===== config.mk =====
export PLATFORM = sky130hd
export DESIGN_NAME = debounce_moore
export DESIGN_NICKNAME = d
export VERILOG_FILES = /design/src/rtl/debounce_moore.sv
export SDC_FILE = /design/constraint.sdc
export NUM_CORES = 1
export LEC_CHECK = 0
export BUFFER_PORTS_ARGS = -buffer_cell sky130_fd_sc_hd__clkbuf_2
export CORE_AREA = 4 4 41 43
export DETAILED_ROUTE_END_ITERATION = 8
export DIE_AREA = 0 0 45 47
export SLEW_MARGIN = 40
export SYNTH_ARGS = -nofsm -noshare
export SYNTH_HDL_FRONTEND = slang
export SYNTH_SLANG_ARGS = --single-unit

===== constraint.sdc =====
create_clock -name clk -period 2.35 [get_ports clk]
set_clock_uncertainty 0.1 [all_clocks]
set_input_delay 0.47 -clock clk [delete_from_list [all_inputs] [get_ports clk]]
set_output_delay 0.47 -clock clk [all_outputs]
set_load 0.005 [all_outputs]

===== src/rtl/debounce_moore.sv =====
// Debouncer: 2-flop synchronizer feeding a 4-state Moore FSM that accepts a new
// level only after STABLE_CYCLES consecutive identical synchronized samples.
module debounce_moore #(
   parameter int unsigned STABLE_CYCLES = 4
) (
   input  logic       clk,
   input  logic       rst,
   input  logic       in,
   output logic       out,
   output logic [1:0] dbg_state
);

   localparam int unsigned CW = $clog2(STABLE_CYCLES + 1);
   localparam logic [CW-1:0] CNT_LAST = CW'(STABLE_CYCLES - 1);
   localparam logic [CW-1:0] CNT_ONE  = CW'(1);

   typedef enum logic [1:0] {
      S_LOW       = 2'b00,
      S_WAIT_HIGH = 2'b01,
      S_HIGH      = 2'b10,
      S_WAIT_LOW  = 2'b11
   } state_t;

   state_t          state_q;
   logic [CW-1:0]   cnt_q;
   logic            sync1_q;
   logic            sync2_q;

   // cnt_q holds the number of consecutive new-level samples seen so far in a WAIT state.
   always_ff @(posedge clk or posedge rst) begin
      if (rst) begin
         sync1_q <= 1'b0;
         sync2_q <= 1'b0;
         state_q <= S_LOW;
         cnt_q   <= '0;
      end else begin
         sync1_q <= in;
         sync2_q <= sync1_q;
         case (state_q)
            S_LOW: begin
               if (sync2_q) begin
                  state_q <= S_WAIT_HIGH;
                  cnt_q   <= CNT_ONE;
               end else begin
                  cnt_q   <= '0;
               end
            end
            S_WAIT_HIGH: begin
               if (!sync2_q) begin
                  state_q <= S_LOW;
                  cnt_q   <= '0;
               end else if (cnt_q == CNT_LAST) begin
                  state_q <= S_HIGH;
                  cnt_q   <= '0;
               end else begin
                  cnt_q   <= cnt_q + CNT_ONE;
               end
            end
            S_HIGH: begin
               if (!sync2_q) begin
                  state_q <= S_WAIT_LOW;
                  cnt_q   <= CNT_ONE;
               end else begin
                  cnt_q   <= '0;
               end
            end
            S_WAIT_LOW: begin
               if (sync2_q) begin
                  state_q <= S_HIGH;
                  cnt_q   <= '0;
               end else if (cnt_q == CNT_LAST) begin
                  state_q <= S_LOW;
                  cnt_q   <= '0;
               end else begin
                  cnt_q   <= cnt_q + CNT_ONE;
               end
            end
            default: begin
               state_q <= S_LOW;
               cnt_q   <= '0;
            end
         endcase
      end
   end

   // Output is a pure decode of the state register: high in S_HIGH and S_WAIT_LOW.
   assign out       = (state_q == S_HIGH) || (state_q == S_WAIT_LOW);
   assign dbg_state = state_q;

endmodule


==> flow_metrics.tcl <==
set metrics [dict create \
    detail-route-antenna-nets 0 \
    vias_per_cell 3.76 \
    grt_pass1_wl_um 779 \
    final_common_cell "dfrtp_1" \
    syn2layout_area_growth_pct 24.7 \
    synth_cell_types 12 \
    rows 13 \
    place_congestion 0.648 \
    final.min_clock_period_ps 1360 \
    cp.required_ps 2380 \
    rsz0062_at_grt "false" \
    cts.sinks 7 \
    drc 0 \
    fin_crit_sh_pct 58.0 \
    dieArea_sq_mm 0.00212 \
    via_count 158 \
    postSynthCellCount 19 \
    setup_viol 0 \
    yosys_warnings 0 \
    fmax_mhz 733 \
    reg2reg_from "cnt_q[0]" \
    root_buffer "clkbuf_4" \
    power_density_mw_per_mm2 1160 \
    synth_area_sq_um 269 \
    floorplan.initialDensity_pct 20.7 \
    arrival_ps 1390 \
    final_cell_mix "dfrtp_1, clkbuf_2, clkbuf_4, and2_2" \
    synth.yosys.seq_area_share_pct 65.1 \
    ctsHoldBuffers 0 \
    antenna_found_initial 0 \
    worstRegToRegCells 4 \
    fillers 144 \
    syn_area_per_cell_sq_um 14.2 \
    cts_resized 0 \
    postCtsSetupRepairBufs 0 \
    h-tree-depth 1 \
    finalMaxSlewViolations 0 \
    min-delay-path-class "input port to async pin" \
    ir_drop_mv 0.458 \
    routed_wl_um 434 \
    ff2ff_setup_slack_ps 990 \
    die_y_um 47 \
    core_sq_mm 0.00130 \
    syn-num-nets 23 \
    worst_setup_path_start_kind "register" \
    drive_above_1_share_pct 48.1 \
    worstPathMaxFanout 2 \
    cts_tree "done" \
    grt_max_degree 8 \
    clkSlewWorstSetupHoldPaths_ps 50 \
    grt_pass1_vias 186 \
    end_kind "register" \
    numCtsBuffers 3 \
    grt_usage_pct 5.82 \
    portBuffers 5 \
    die_w_um 45 \
    finalNetCount 32 \
    slew_headroom_pct 82.5 \
    fin_setup_tns_ps 0 \
    p_leak_nw 0.175 \
    maxCapViolations 0 \
    n_antenna_cell 0 \
    routedWlPerCell_um 10.3 \
    grt_overflow 0 \
    clk_latency_ps 250 \
    dpl.hpwl_um 313 \
    status "completed" \
    hold_viol 0 \
    io_pins 6 \
    setup_ws_ps 986 \
    clk_path_buf_depth 2 \
    place_ws_ps 1000 \
    drt-initial-drc-count 0 \
    first_pass_iters 1 \
    path_class "register to register" \
    tightest_slew_ps 262 \
    yosys_register_bits 7 \
]
[final cells by class]
class | instances | area [sq um] | area share [%]
multi-input cells | 10 | 86.3 | 25.7
flip-flops and latches | 7 | 175 | 52.2
inverters | 1 | 3.75 | 1.12
repair buffers | 5 | 25.0 | 7.46
well taps | 15 | 18.8 | 5.60
clock buffers | 4 | 26.3 | 7.84
[worst max-delay path, stage by stage (launching register included)]
cell     delay, ps
dfrtp_1        380
ha_1           210
nor2b_2        160
nand2_1        100
mux2_4         300
[power breakdown]
group	internal (mW)	switching [mW]
sequential	0.155	0.0268
combinational	0.0607	0.0398
clock	0.0647	0.0425
total	0.281	0.109
[through the flow]
step / utilization [%] / cell area [sq um] / hold WS, ps / total power, mW / std cells
detailed placement: 23.8 / 309 / 238 / 0.284 / 38
CTS: 25.8 / 335 / 25.1 / 0.398 / 42
global placement: 23.8 / 309 / 240 / 0.280 / 38
floorplan: - / 269 / 173 / 0.246 / 19
global route: 25.8 / 335 / 32.6 / 0.424 / 42
finish: 25.8 / 335 / 25.7 / 0.390 / 42
[cell usage after synthesis]
cell      n  area [sq um]
dfrtp_1   7           175
and2_2    2          15.0
and3_2    1          7.51
and4b_1   1          10.0
clkbuf_1  1          3.75
ha_1      1          12.5
inv_1     1          3.75
mux2_4    1          15.0
nand2_1   1          3.75
nor2b_2   1          8.76
o21ai_0   1          5.00
xor2_1    1          8.76
[how the worst max path moves through the flow]
stage / startpoint / to / slack (ps)
CTS: register / out / 980
floorplan: cnt_q[0] / register / 1070
finish: cnt_q[0] / register / 990
global placement: cnt_q[0] / register / 1030
detailed placement: cnt_q[0] / register / 1000
global route: register / dbg_state[1] / 930
[layer usage]
metal  GRT usage, %  up-vias  wire (um)
met1           6.07       73        194
met2           7.06        9        177
met4           3.51        0          0
li1               -       76          -
met3           6.13        0         62
met5              0        -          0
[kinds of logic (layout without fill, tap and decap cells)]
logic type      Yosys count  in the layout  synth area share [%]
flops                     7              7                  65.1
simple gates              6              6                  16.7
buf+inv                   2             10                  2.79
fa+ha+maj                 1              1                  4.65
compound gates            1              1                  1.86
xor+xnor                  1              1                  3.26
mux                       1              1                  5.58
Note: power is estimated with default switching activity, not from simulation.
